`config.mk`:
```
export PLATFORM = sky130hd
export DESIGN_NAME = hazard_fwd_ctrl
export DESIGN_NICKNAME = d
export VERILOG_FILES = /design/src/rtl/hazard_pkg.sv /design/src/rtl/fwd_sel_unit.sv /design/src/rtl/hazard_fwd_ctrl.sv
export SDC_FILE = /design/constraint.sdc
export NUM_CORES = 1
export LEC_CHECK = 0
export ABC_AREA = 1
export CAP_MARGIN = 20
export CORE_MARGIN = 5
export CORE_UTILIZATION = 29
export CTS_CLUSTER_SIZE = 16
export DETAILED_ROUTE_END_ITERATION = 7
export REMOVE_ABC_BUFFERS = 1
export SLEW_MARGIN = 30
export SYNTH_ARGS = -nofsm -noshare
export SYNTH_HDL_FRONTEND = slang
export SYNTH_HIERARCHICAL = 1
export SYNTH_SLANG_ARGS = --single-unit
```
`constraint.sdc`:
```
create_clock -name clk -period 1.62 [get_ports clk]
set_clock_uncertainty 0.2 [all_clocks]
set_input_delay 0.243 -clock clk [delete_from_list [all_inputs] [get_ports clk]]
set_output_delay 0.243 -clock clk [all_outputs]
set_load 0.1 [all_outputs]
```
`src/rtl/hazard_pkg.sv`:
```
// -----------------------------------------------------------------------------
// hazard_pkg
// Shared types and constants for the RV32I hazard/forwarding controller.
//   fwd_sel_t : EX-stage operand mux select (regfile / WB result / MEM ALU result)
//   REG_AW    : register address width
//   ZERO_REG  : register index that is never forwarded or stalled on
// -----------------------------------------------------------------------------
package hazard_pkg;

   localparam int unsigned REG_AW   = 5;
   localparam int unsigned ZERO_REG = 0;

   typedef enum logic [1:0] {
      FWD_RF  = 2'b00,
      FWD_WB  = 2'b01,
      FWD_MEM = 2'b10
   } fwd_sel_t;

endpackage : hazard_pkg

```
`src/rtl/fwd_sel_unit.sv`:
```
// -----------------------------------------------------------------------------
// fwd_sel_unit
// Combinational forwarding select for one EX-stage source operand.
// Ports:
//   rs_e_i        EX-stage source register
//   rd_m_i        MEM-stage destination register
//   reg_write_m_i MEM-stage instruction writes rd
//   rd_w_i        WB-stage destination register
//   reg_write_w_i WB-stage instruction writes rd
//   sel_o         mux select; the MEM stage wins when both stages match
// -----------------------------------------------------------------------------
module fwd_sel_unit
   import hazard_pkg::*;
#(
   parameter int unsigned AW       = hazard_pkg::REG_AW,
   parameter int unsigned ZERO_IDX = hazard_pkg::ZERO_REG
) (
   input  logic [AW-1:0] rs_e_i,
   input  logic [AW-1:0] rd_m_i,
   input  logic          reg_write_m_i,
   input  logic [AW-1:0] rd_w_i,
   input  logic          reg_write_w_i,
   output fwd_sel_t      sel_o
);

   localparam logic [AW-1:0] ZR = AW'(ZERO_IDX);

   always_comb begin
      sel_o = FWD_RF;
      if (rs_e_i != ZR) begin
         if (reg_write_m_i && (rd_m_i == rs_e_i)) begin
            sel_o = FWD_MEM;
         end else if (reg_write_w_i && (rd_w_i == rs_e_i)) begin
            sel_o = FWD_WB;
         end
      end
   end

endmodule : fwd_sel_unit

```
`src/rtl/hazard_fwd_ctrl.sv`:
```
// -----------------------------------------------------------------------------
// hazard_fwd_ctrl
// Hazard and forwarding controller for a 5-stage RV32I pipeline. Keeps shadow
// copies of the EX/MEM/WB destination info so the datapath only supplies
// decode-stage fields plus the branch-taken strobe.
// Ports:
//   clk, rst_n              clock, asynchronous active-low reset
//   rs1_d, rs2_d, rd_d      decode-stage register fields
//   reg_write_d, is_load_d  decode-stage instruction attributes
//   pc_src_e                branch/jump taken (resolved in EX)
//   forward_a_e/forward_b_e EX operand mux selects (00 RF, 01 WB, 10 MEM)
//   stall_f, stall_d        hold PC / IF-ID on load-use
//   flush_d, flush_e        clear IF-ID / ID-EX
// Optional macro HAZARD_PERF_CNT_EN adds stall_cnt/flush_cnt performance
// counters (32-bit, wrapping).
// -----------------------------------------------------------------------------
module hazard_fwd_ctrl
   import hazard_pkg::*;
#(
   parameter int unsigned REG_AW   = hazard_pkg::REG_AW,
   parameter int unsigned ZERO_REG = hazard_pkg::ZERO_REG
) (
   input  logic              clk,
   input  logic              rst_n,
   input  logic [REG_AW-1:0] rs1_d,
   input  logic [REG_AW-1:0] rs2_d,
   input  logic [REG_AW-1:0] rd_d,
   input  logic              reg_write_d,
   input  logic              is_load_d,
   input  logic              pc_src_e,
   output logic [1:0]        forward_a_e,
   output logic [1:0]        forward_b_e,
   output logic              stall_f,
   output logic              stall_d,
   output logic              flush_d,
   output logic              flush_e
`ifdef HAZARD_PERF_CNT_EN
   ,
   output logic [31:0]       stall_cnt,
   output logic [31:0]       flush_cnt
`endif
);

   localparam logic [REG_AW-1:0] ZR = REG_AW'(ZERO_REG);

   // EX-stage shadow state
   logic [REG_AW-1:0] rs1_e_q, rs1_e_d;
   logic [REG_AW-1:0] rs2_e_q, rs2_e_d;
   logic [REG_AW-1:0] rd_e_q,  rd_e_d;
   logic              reg_write_e_q, reg_write_e_d;
   logic              is_load_e_q,   is_load_e_d;
   // MEM / WB shadow state
   logic [REG_AW-1:0] rd_m_q, rd_w_q;
   logic              reg_write_m_q, reg_write_w_q;

   logic     pc_src_v;
   logic     lw_stall;
   fwd_sel_t sel_a, sel_b;

   // Outputs must read zero while reset is held, whatever pc_src_e does.
   assign pc_src_v = pc_src_e & rst_n;

   assign lw_stall = is_load_e_q && (rd_e_q != ZR) &&
                     ((rd_e_q == rs1_d) || (rd_e_q == rs2_d)) && !pc_src_v;

   assign stall_f = lw_stall;
   assign stall_d = lw_stall;
   assign flush_d = pc_src_v;
   assign flush_e = lw_stall | pc_src_v;

   fwd_sel_unit #(.AW(REG_AW), .ZERO_IDX(ZERO_REG)) u_fwd_a (
      .rs_e_i        (rs1_e_q),
      .rd_m_i        (rd_m_q),
      .reg_write_m_i (reg_write_m_q),
      .rd_w_i        (rd_w_q),
      .reg_write_w_i (reg_write_w_q),
      .sel_o         (sel_a)
   );

   fwd_sel_unit #(.AW(REG_AW), .ZERO_IDX(ZERO_REG)) u_fwd_b (
      .rs_e_i        (rs2_e_q),
      .rd_m_i        (rd_m_q),
      .reg_write_m_i (reg_write_m_q),
      .rd_w_i        (rd_w_q),
      .reg_write_w_i (reg_write_w_q),
      .sel_o         (sel_b)
   );

   assign forward_a_e = 2'(sel_a);
   assign forward_b_e = 2'(sel_b);

   // A flushed EX slot becomes a bubble that never writes, so it never forwards.
   always_comb begin
      rs1_e_d       = rs1_d;
      rs2_e_d       = rs2_d;
      rd_e_d        = rd_d;
      reg_write_e_d = reg_write_d;
      is_load_e_d   = is_load_d;
      if (flush_e) begin
         rs1_e_d       = '0;
         rs2_e_d       = '0;
         rd_e_d        = '0;
         reg_write_e_d = 1'b0;
         is_load_e_d   = 1'b0;
      end
   end

   always_ff @(posedge clk or negedge rst_n) begin
      if (!rst_n) begin
         rs1_e_q       <= '0;
         rs2_e_q       <= '0;
         rd_e_q        <= '0;
         reg_write_e_q <= 1'b0;
         is_load_e_q   <= 1'b0;
         rd_m_q        <= '0;
         reg_write_m_q <= 1'b0;
         rd_w_q        <= '0;
         reg_write_w_q <= 1'b0;
      end else begin
         rs1_e_q       <= rs1_e_d;
         rs2_e_q       <= rs2_e_d;
         rd_e_q        <= rd_e_d;
         reg_write_e_q <= reg_write_e_d;
         is_load_e_q   <= is_load_e_d;
         rd_m_q        <= rd_e_q;
         reg_write_m_q <= reg_write_e_q;
         rd_w_q        <= rd_m_q;
         reg_write_w_q <= reg_write_m_q;
      end
   end

`ifdef HAZARD_PERF_CNT_EN
   logic [31:0] stall_cnt_q, flush_cnt_q;

   always_ff @(posedge clk or negedge rst_n) begin
      if (!rst_n) begin
         stall_cnt_q <= '0;
         flush_cnt_q <= '0;
      end else begin
         if (lw_stall) stall_cnt_q <= stall_cnt_q + 32'd1;
         if (pc_src_v) flush_cnt_q <= flush_cnt_q + 32'd1;
      end
   end

   assign stall_cnt = stall_cnt_q;
   assign flush_cnt = flush_cnt_q;
`else
   // Performance counters not built.
`endif

endmodule : hazard_fwd_ctrl

```
* After elaboration in Yosys (flattened, before gate mapping)
Index checks and enable logic that the tools add are counted.
** Operators by class
- Eq/ne operators :: 6
- Muxes and demuxes :: 11
- Bitwise gates (word level) :: 2
- Reductions and logical operators :: 12
** Operator list (number)
- $eq A5 B5 Y1 :: 6
- $mux W5 :: 3
- $reduce_bool A5 Y1 :: 3
- $mux W2 :: 4
- $logic_and A1 B1 Y1 :: 7
- $mux W1 :: 4
- $and A1 B1 Y1 :: 1
- $logic_not A1 Y1 :: 1
- $logic_or A1 B1 Y1 :: 1
- $or A1 B1 Y1 :: 1
** Word-level totals
- Input bits :: 20
- Register bits :: 29

* Logic depth before layout (Yosys ltp)
Gate-level depths: netlist of the first run.
- Word-level depth :: 6
- Depth in mapped cells :: 10
- Mapped depth without buffers :: 9

* Cells and area by module
Netlist of the first run, hierarchy kept.
** By module, submodules not included
- hazard_fwd_ctrl :: cells each 112, area an instance 1077.3 µm², times used 1, sequential area each 725.7 µm²
- fwd_sel_unit :: cells each 58, area an instance 234.0 µm², times used 2, sequential area each 0.0 µm²

* Worst setup path before layout of the first run
OpenSTA, ideal clock, no wires.
- Path kind :: input to output
- Start :: input pc_src_e
- End :: output stall_f
- Setup slack :: -1.510 ns
- Data arrival time :: 2.687 ns
- Cell stages on the path :: 4
- Required time :: 1.177 ns
- Path through :: nand2_1 > inv_1 > nor2_1 > buf_4
** Between the ends
- Cells in the longest elaborated chain, start to end :: 3
** RTL lines
- start, declared :: line hazard_fwd_ctrl.sv:30 : input logic pc_src_e,
- $and A1 B1 Y1 :: line hazard_fwd_ctrl.sv:61 : assign pc_src_v = pc_src_e & rst_n;
- via flush_d :: line hazard_fwd_ctrl.sv:35 : output logic flush_d,
- $logic_not A1 Y1 :: line hazard_fwd_ctrl.sv:64 : ((rd_e_q == rs1_d) || (rd_e_q == rs2_d)) && !pc_src_v;
- $logic_and A1 B1 Y1 :: line hazard_fwd_ctrl.sv:64
- end, declared :: line hazard_fwd_ctrl.sv:33 : output logic stall_f,
The timed path passes the listed nets, and every way through them passes these cells.

* Worst setup path in the final report of the first run
- Start :: register rd_e_q[4]
- End :: output flush_e
** Between the ends
- Cells in the longest elaborated chain, start to end :: 5
- Elaborated cells between the ends (all ways) :: 8
** RTL lines
- start, declared :: line hazard_fwd_ctrl.sv:49 : logic [REG_AW-1:0] rd_e_q, rd_e_d;
- start signal, assigned :: line hazard_fwd_ctrl.sv:122 : rd_e_q <= rd_e_d;
- $eq A5 B5 Y1 or $reduce_bool A5 Y1 (tied branches) :: line hazard_fwd_ctrl.sv:64, hazard_fwd_ctrl.sv:63
- $logic_or A1 B1 Y1 or $logic_and A1 B1 Y1 (tied branches) :: line hazard_fwd_ctrl.sv:64, hazard_fwd_ctrl.sv:63
- $logic_and A1 B1 Y1 (*) :: line hazard_fwd_ctrl.sv:63 : assign lw_stall = is_load_e_q && (rd_e_q != ZR) &&
- $logic_and A1 B1 Y1 (*) :: line hazard_fwd_ctrl.sv:64
- $or A1 B1 Y1 (*) :: line hazard_fwd_ctrl.sv:69 : assign flush_e = lw_stall | pc_src_v;
- end, declared :: line hazard_fwd_ctrl.sv:36 : output logic flush_e
Mark *: on every way between the ends. The rest lies on a longest branch, timed or not.

==> impl_metrics.tcl, run 1 <==
set metrics [dict create \
    critical_path_class "flop to primary output" \
    track_usage_pct 9.863 \
    cpPeakStageDelay_ns 0.41 \
    worst_setup_path_start_kind "flop" \
    cp.arrival_ns 1.56 \
    dr.pass1.iters 4 \
    cp_max_fo 5 \
    chipWidth_um 83.00 \
    die_area_um2 6888 \
    hp-start "rs2_d[0]" \
    cts_sinks 29 \
    avgSynthCellArea_um2 6.777 \
    path_buf_inv 3 \
    worst_slack_ns -0.3847 \
    start_util_pct 30.06 \
    status "finished with violations" \
    ios 28 \
    clk_latency_ns 0.27 \
    die_h_um 83.00 \
    tightest_slew_ns 0.3569 \
    setup_viol 24 \
    synth_top_cells_by_area "dfrtp_1 (47%), nand2_1 (19%), inv_1 (12%), nor2_1 (10%), nand3_1 (1.9%)" \
    violations "negative setup slack" \
    drt-total-wl_um 3263 \
    syn-cell-area_um2 1545 \
    syn2layout_area_growth_pct 57.98 \
    final_cell_mix "nand2_1 (78), inv_1 (45), dfrtp_1 (27), nor2_1 (19), nor2_4 (17)" \
    wire_per_inst_um 9.218 \
    rrSetupSlack_ns -0.24 \
    p_leak_nw 1.290 \
    worst_path_max_delay_cell "dfrtp_1" \
    routabilityCongestion 0.7357 \
    fin_crit_sh_pct 123.7 \
    cpLargestDelayFamily "simple AND/OR/NAND/NOR gates" \
    nets 303 \
    crit_path_end_kind "primary output" \
    finalHoldViolCount 0 \
    rows 26 \
    ir_drop_v 0.0004947 \
    drive_above_1_share_pct 29.23 \
    synth.top_cell.area_share_pct 46.96 \
    clock-root-buffer "clkbuf_8" \
    power_density_nw_per_um2 769.2 \
    r2r_cells 12 \
    slew_viol_final 0 \
    grt_pass1_wl_um 5547 \
    n_fill_cell 531 \
    cts-buffers-inserted 5 \
    rsz0062_at_grt "true" \
    grt_overflow 0 \
    min_to "rs2_e_q[0]$_DFF_PN0_" \
    cts.clk_slew.worst_paths_ns 0.06 \
    grt_pass1_vias 1350 \
    pre_cts_slack_ns -0.4847 \
    grt_max_degree 30 \
    antenna_left 0 \
    fmax_mhz 498.8 \
    required_ns 1.18 \
    drc 0 \
    syn_inst 228 \
    final_design_area_no_fill_um2 2441 \
    power.total_mw 1.878 \
    cpMostUsedCell "nand2_1" \
    path_cells "inv_1, nand2_1, nand2_1, nor2_1, nand3_1, nand2_1, nand2_2, buf_6, nand2_4, buf_12" \
    min_period_ns 2.005 \
    worstReg2RegEnd "rs2_e_q[2]$_DFF_PN0_" \
    ys_seq_area_share_pct 46.96 \
    port_buffers 27 \
    via_per_inst 4.000 \
    place_area_um2 2077 \
    n_antenna_cell 0 \
    antenna_found_initial 0 \
    worstHoldPathType "input port to flop" \
    ys_warn_count 6 \
    cts.htree.levels 2 \
    netlist.top_cell.by_area "dfrtp_1" \
    coreArea_um2 5140 \
    vias 1416 \
    r2r-start "rd_e_q[2]$_DFF_PN0_" \
    clockBufferDepth 2 \
    drt_iter0_markers 34 \
    cts_tree "built" \
    final_common_cell "nand2_1" \
    hpwlAfterDp_um 2527 \
    ys_ff_latch 29 \
    maxCapViolCount 0 \
    hold_depth 3 \
    yosys.cell_types.count 15 \
    slew-limit-headroom_pct 76.21 \
]
-- synth_stat cells (all sizes together) --
library cell,count
buf,2
dfrtp,29
inv,55
nand4,3
xnor2,2
nor3,2
nand2,84
nor2,44
nand3,6
o21ai,1
-- cell families (layout without fill, tap and decap cells) --
family          Yosys count  in the layout  synth area share [%]
simple gates            139            139                 37.00
xor+xnor                  2              2                 1.134
buf+inv                  57            113                 14.58
compound gates            1              1                0.3236
flops                    29             29                 46.96
-- where the power goes --
| group | total (mW) | leakage (nW) | switching [mW] | internal [mW] |
|---|---|---|---|---|
| clock | 0.560 | 0.0439 | 0.265 | 0.295 |
| sequential | 0.831 | 0.355 | 0.0518 | 0.779 |
| combinational | 0.486 | 0.891 | 0.264 | 0.223 |
| total | 1.88 | 1.29 | 0.581 | 1.30 |
-- registers in the layout, indices dropped and copies added, names as in the netlist --
name / count
rd_w_q: 5
rs2_e_q: 5
rd_m_q: 5
rd_e_q: 5
reg_write_w_q: 1
is_load_e_q: 1
reg_write_m_q: 1
reg_write_e_q: 1
rs1_e_q: 5
-- worst max-delay path by stage --
stage                              from      end  cells past startpoint
global placement               rs2_d[4]  stall_f                     11
finish              rd_e_q[4]$_DFF_PN0_  flush_e                     10
global route        rd_e_q[2]$_DFF_PN0_  flush_e                      9
floorplan                      pc_src_e  stall_d                      3
CTS                 rd_e_q[2]$_DFF_PN0_  stall_d                     10
detailed placement             rs2_d[4]  stall_d                     11
-- worst reg2reg max path, cell delays in order, from the launching register on --
cell	delay (ns)
dfrtp_2	0.43
inv_2	0.07
buf_6	0.08
nand4_1	0.07
o21ai_1	0.14
inv_1	0.06
nand2_2	0.10
buf_6	0.11
nand2_4	0.05
buf_4	0.13
buf_6	0.13
clkbuf_16	0.16
nor2_4	0.07
-- stage by stage --
step	setup TNS (ns)	hold slack [ns]	std cells	util, %
2_1_floorplan	-7.374	-0.2526	226	-
3_3_place_gp	-5.545	0.1327	338	40.41
3_5_place_dp	-5.808	0.1411	338	40.41
4_1_cts	-4.024	0.1560	351	43.40
5_1_grt	-9.709	0.08597	354	47.49
6_report	-5.858	0.08142	354	47.49
-- final cells by class --
cell class / count / area [µm²] / area share, %
Multi-Input combinational cell: 142 / 752.0 / 30.80
Sequential cell: 29 / 728.2 / 29.83
Timing Repair Buffer: 50 / 580.6 / 23.78
Inverter: 55 / 206.4 / 8.457
Tap cell: 70 / 87.58 / 3.588
Clock buffer: 5 / 68.82 / 2.819
Clock inverter: 3 / 17.52 / 0.7176
-- routing by layer --
layer  share of wire (%)  GRT usage, %  up-vias
met2                  53         16.98       32
met1                  40         10.99      623
li1                    -             -      756
met3                 6.1         3.861        5
met4                 1.4         3.566        0
met5                   0             0        -
-- repair_timing --
| action | in CTS | in global routing |
|---|---|---|
| resized for setup | 14 | 50 |
| hold buffers | 1 | 0 |
| setup endpoints to repair | 8 | 24 |
| buffers inserted | 4 | 3 |
| hold endpoints to repair | 29 | 0 |
| gates cloned | 0 | 1 |
| pin swaps | 8 | 10 |
Note: power is estimated with default switching activity, not from simulation.
==> inputs of run 2 (changes only) <==
Settings changed: CORE_MARGIN 5 to not set.
==> impl_metrics.tcl, run 2 (synthesis results as in run 1) <==
set metrics [dict create \
    worst_slack_ns -0.4215 \
    globalRouteMet1Util_pct 14.49 \
    cts_sinks 29 \
    die_area_um2 5624 \
    setup_viol 24 \
    ir_drop_v 0.0004434 \
    drt_iter0_markers 64 \
    rows 26 \
    port_buffers 27 \
    die_h_um 75.00 \
    coreArea_um2 5107 \
    track_usage_pct 13.04 \
    cp.arrival_ns 1.60 \
    status "finished with violations" \
    hp-start "reg_write_e_q$_DFF_PN0_" \
    seqPwrFrac_pct 45.9 \
    finalHoldViolCount 0 \
    globalRouteMet3Util_pct 4.016 \
    hpwlAfterDp_um 2361 \
    r2r-start "rd_e_q[0]$_DFF_PN0_" \
    drive_above_1_share_pct 23.05 \
    n_antenna_cell 0 \
    routabilityCongestion 0.8203 \
    clock-root-buffer "clkbuf_8" \
    power_density_nw_per_um2 797.2 \
    syn2layout_area_growth_pct 47.21 \
    grt_pass1_vias 1287 \
    final_cell_mix "nand2_1 (78), inv_1 (44), nor2_1 (35), dfrtp_1 (27), clkdlybuf4s50_1 (16)" \
    switching_share_pct 30.03 \
    p_int_mw 1.269 \
    holdWs_ns 0.1476 \
    power.total_mw 1.813 \
    clk_latency_ns 0.28 \
    comb_power_share_pct 23.4 \
    pre_cts_slack_ns -0.4715 \
    cts.clk_slew.worst_paths_ns 0.06 \
    chipWidth_um 75.00 \
    grt_pass1_wl_um 5382 \
    p_leak_nw 1.239 \
    cpLargestDelayFamily "simple AND/OR/NAND/NOR gates" \
    slew_viol_final 0 \
    p_switching_mw 0.5445 \
    grt_max_degree 30 \
    nets 301 \
    maxCapViolCount 0 \
    min_period_ns 2.042 \
    worstHoldPathType "flop to flop" \
    dr.pass1.iters 5 \
    min_to "reg_write_m_q$_DFF_PN0_" \
    slew-limit-headroom_pct 76.91 \
    p_clk_share_pct 30.7 \
    worst_path_max_delay_cell "dfrtp_1" \
    violations "negative setup slack" \
    worstReg2RegEnd "rs2_e_q[1]$_DFF_PN0_" \
    cpMostUsedCell "nand2_1" \
    final_common_cell "nand2_1" \
    critical_path_class "flop to primary output" \
    cts.htree.levels 2 \
    wire_per_inst_um 8.690 \
    start_util_pct 30.25 \
    path_buf_inv 3 \
    fin_crit_sh_pct 126.0 \
    rrSetupSlack_ns -0.12 \
    gr-usage-met2_pct 22.42 \
    fmax_mhz 489.8 \
    cp_max_fo 5 \
    clockBufferDepth 2 \
    cts-buffers-inserted 5 \
    vias 1365 \
    tightest_slew_ns 0.3463 \
    required_ns 1.18 \
    rsz0062_at_grt "true" \
    cts_tree "built" \
    drc 0 \
    worst_setup_path_start_kind "flop" \
    antenna_found_initial 0 \
    crit_path_end_kind "primary output" \
    antenna_left 0 \
    ios 28 \
    grt_overflow 0 \
    postLayoutCoreUtil_pct 44.54 \
    r2r_cells 12 \
    hold_depth 0 \
    finalSetupTns_ns -4.185 \
    via_per_inst 3.878 \
    drt-total-wl_um 3059 \
    path_cells "inv_1, nand2_1, nand2_1, nor2_1, nand3_1, nand2_1, nand2_2, nor2_2, buf_6, buf_12" \
    cpPeakStageDelay_ns 0.43 \
    top_usage_layer "met2" \
]
-- run 2: cell count changes in the layout (fill, tap and decap cells not counted), sizes merged --
cell	before	now
clkbuf	6	7
clkdlybuf4s50	14	16
buf	29	27
clkinvlp	1	0
dlymetal6s2s	2	0
-- run 2: stage by stage --
| step | std cells | area, µm² |
|---|---|---|
| after floorplan | 226 | 1526 |
| after global placement | 339 | 2085 |
| after detailed placement | 339 | 2085 |
| after CTS | 350 | 2220 |
| after global routing | 352 | 2275 |
| final | 352 | 2275 |
-- run 2: how the worst max path moves through the flow --
stage / slack (ns) / end / cells past startpoint / start
6_report: -0.42 / stall_f / 10 / rd_e_q[0]$_DFF_PN0_
5_1_grt: -0.59 / stall_d / 10 / rd_e_q[4]$_DFF_PN0_
4_1_cts: -0.46 / stall_f / 10 / rd_e_q[4]$_DFF_PN0_
3_5_place_dp: -0.47 / stall_f / 11 / rs2_d[4]
3_3_place_gp: -0.46 / stall_f / 11 / rs2_d[4]
2_1_floorplan: -2.21 / stall_d / 3 / pc_src_e
-- run 2: power groups by stage --
| stage | clock (mW) | combinational (mW) | sequential [mW] |
|---|---|---|---|
| after CTS | 0.581 | 0.410 | 0.831 |
| after global routing | 0.618 | 0.478 | 0.842 |
| after detailed placement | 0 | 0.392 | 0.844 |
| after floorplan | 0 | 0.231 | 0.830 |
| after global placement | 0 | 0.389 | 0.841 |
| final | 0.556 | 0.424 | 0.833 |
-- run 2: cell type report --
class | count | area, µm²
timing repair buffer | 48 | 543.0
sequential | 29 | 728.2
fill | 519 | 2833
tap | 70 | 87.58
clock buffer | 6 | 72.57
inverter | 55 | 206.4
multi-input combinational | 142 | 626.9
clock inverter | 2 | 10.01
-- run 2: what timing repair did --
action / 4_1_cts / 5_1_grt
hold endpoints to repair: 29 / 0
setup buffers: 2 / 2
pin swaps: 8 / 8
gates resized for setup: 16 / 11
hold buffers: 1 / 0
endpoints found under the setup margin: 8 / 24
gates cloned: 0 / 1
-- run 2: layer usage --
layer | share of wire (%) | vias to the layer above
li1 | - | 751
met1 | 44 | 580
met2 | 49 | 29
met3 | 5.0 | 5
met4 | 1.8 | 0
met5 | 0 | -
==> inputs of run 3 (changes only) <==
Settings changed: CELL_PAD_IN_SITES_DETAIL_PLACEMENT set to 1, CELL_PAD_IN_SITES_GLOBAL_PLACEMENT set to 1, PLACE_DENSITY_LB_ADDON set to 0.1.
==> impl_metrics.tcl, run 3 (synthesis results as in run 1) <==
set metrics [dict create \
    status "finished with violations" \
    violations "negative setup slack" \
    crit_path_end_kind "primary output" \
    final_common_cell "nand2_1" \
    track_usage_pct 15.51 \
    syn2layout_area_growth_pct 49.80 \
    cp_max_fo 4 \
    wire_per_inst_um 10.52 \
    hpwlAfterDp_um 2953 \
    cts_tree "built" \
    p_leak_nw 1.266 \
    slew_viol_final 0 \
    worst_setup_path_start_kind "flop" \
    cts.htree.levels 2 \
    port_buffers 27 \
    cp.arrival_ns 1.60 \
    cts.clk_slew.worst_paths_ns 0.06 \
    ir_drop_v 0.0004797 \
    holdWs_ns 0.06142 \
    rrSetupSlack_ns -0.15 \
    cts-buffers-inserted 5 \
    antenna_left 0 \
    tightest_slew_ns 0.3558 \
    ios 28 \
    path_cells "inv_2, buf_4, nand4_1, o21ai_1, inv_1, nand2_2, buf_4, nand2_8, buf_12" \
    r2r-start "rd_e_q[2]$_DFF_PN0_" \
    worst_slack_ns -0.4181 \
    fin_crit_sh_pct 125.8 \
    cpMostUsedCell "buf_4" \
    grt_pass1_vias 1440 \
    rsz0062_at_grt "true" \
    clock-root-buffer "clkbuf_8" \
    hold_depth 3 \
    placed_cells 338 \
    hp-start "rs2_d[0]" \
    power_density_nw_per_um2 798.5 \
    required_ns 1.18 \
    worst_path_max_delay_cell "dfrtp_1" \
    rows 26 \
    finalSetupTns_ns -3.128 \
    r2r_cells 10 \
    min_period_ns 2.038 \
    final_cell_mix "nand2_1 (78), inv_1 (41), nor2_1 (27), dfrtp_1 (25), buf_4 (18)" \
    drive_above_1_share_pct 27.92 \
    via_per_inst 4.042 \
    setup_viol 22 \
    worstReg2RegEnd "rs2_e_q[3]$_DFF_PN0_" \
    startpoint "rd_e_q[2]$_DFF_PN0_" \
    grt_overflow 0 \
    coreArea_um2 5107 \
    drc 0 \
    antenna_found_initial 0 \
    slew-limit-headroom_pct 76.28 \
    clk_latency_ns 0.28 \
    n_antenna_cell 0 \
    fmax_mhz 490.6 \
    finalNonFillerCells 353 \
    grt_pass1_wl_um 6292 \
    n_fill_cell 671 \
    drt-total-wl_um 3714 \
    cts_sinks 29 \
    drt_iter0_markers 22 \
    chipWidth_um 75.00 \
    die_area_um2 5624 \
    clockBufferDepth 2 \
    nets 302 \
    die_h_um 75.00 \
    dr.pass1.iters 4 \
    start_util_pct 30.25 \
    min_to "rs2_e_q[0]$_DFF_PN0_" \
    worstHoldPathType "input port to flop" \
    grt_max_degree 30 \
    critical_path_class "flop to primary output" \
    pre_cts_slack_ns -0.4843 \
    cpPeakStageDelay_ns 0.43 \
    maxCapViolCount 0 \
    vias 1427 \
    finalHoldViolCount 0 \
    routabilityCongestion 0.7645 \
]
## run 3: cell type report
| cell class | instances | area [µm²] | share of cell area, % |
|---|---|---|---|
| inverters | 55 | 206.4 | 8.919 |
| clock buffers | 6 | 72.57 | 3.135 |
| well taps | 70 | 87.58 | 3.784 |
| repair buffers | 49 | 551.8 | 23.84 |
| multi-input cells | 142 | 655.6 | 28.32 |
| flip-flops and latches | 29 | 730.7 | 31.57 |
| clock inverters | 2 | 10.01 | 0.4324 |
## run 3: metal layers
| layer | share of wire [%] | global-route usage [%] | vias to the layer above |
|---|---|---|---|
| met2 | 52 | 28.23 | 30 |
| met1 | 43 | 17.34 | 638 |
| met5 | 0 | 0 | - |
| met3 | 3.3 | 3.748 | 7 |
| met4 | 1.9 | 6.289 | 0 |
| li1 | - | - | 752 |
## run 3: power breakdown
group	switching, mW	internal (mW)
combinational	0.248	0.201
clock	0.267	0.297
sequential	0.0555	0.780
## run 3: through the flow
step | cell area, µm² | utilization (%) | power [mW]
2_1_floorplan | 1526 | - | 1.061
3_3_place_gp | 2077 | 40.67 | 1.241
3_5_place_dp | 2077 | 40.67 | 1.250
4_1_cts | 2260 | 44.24 | 1.860
5_1_grt | 2315 | 45.32 | 1.966
6_report | 2315 | 45.32 | 1.848
## run 3: worst max-delay path by stage
stage | end | slack, ns
detailed placement | stall_f | -0.48
floorplan | stall_d | -2.21
global route | stall_f | -0.53
global placement | stall_f | -0.48
CTS | stall_f | -0.45
finish | flush_e | -0.42
## run 3: what timing repair did
action / in CTS / in global routing
pin swaps: 10 / 6
setup buffers: 4 / 1
endpoints found under the hold margin: 29 / 0
gates cloned: 1 / 0
setup endpoints to repair: 20 / 25
resized for setup: 22 / 21
hold buffers: 1 / 0
## run 3: worst max-delay path: cells and delay by family (launching register included)
family          cells  cell delay, ns
simple gates        3            0.19
flops               1            0.43
compound gates      1            0.15
buf+inv             5            0.54
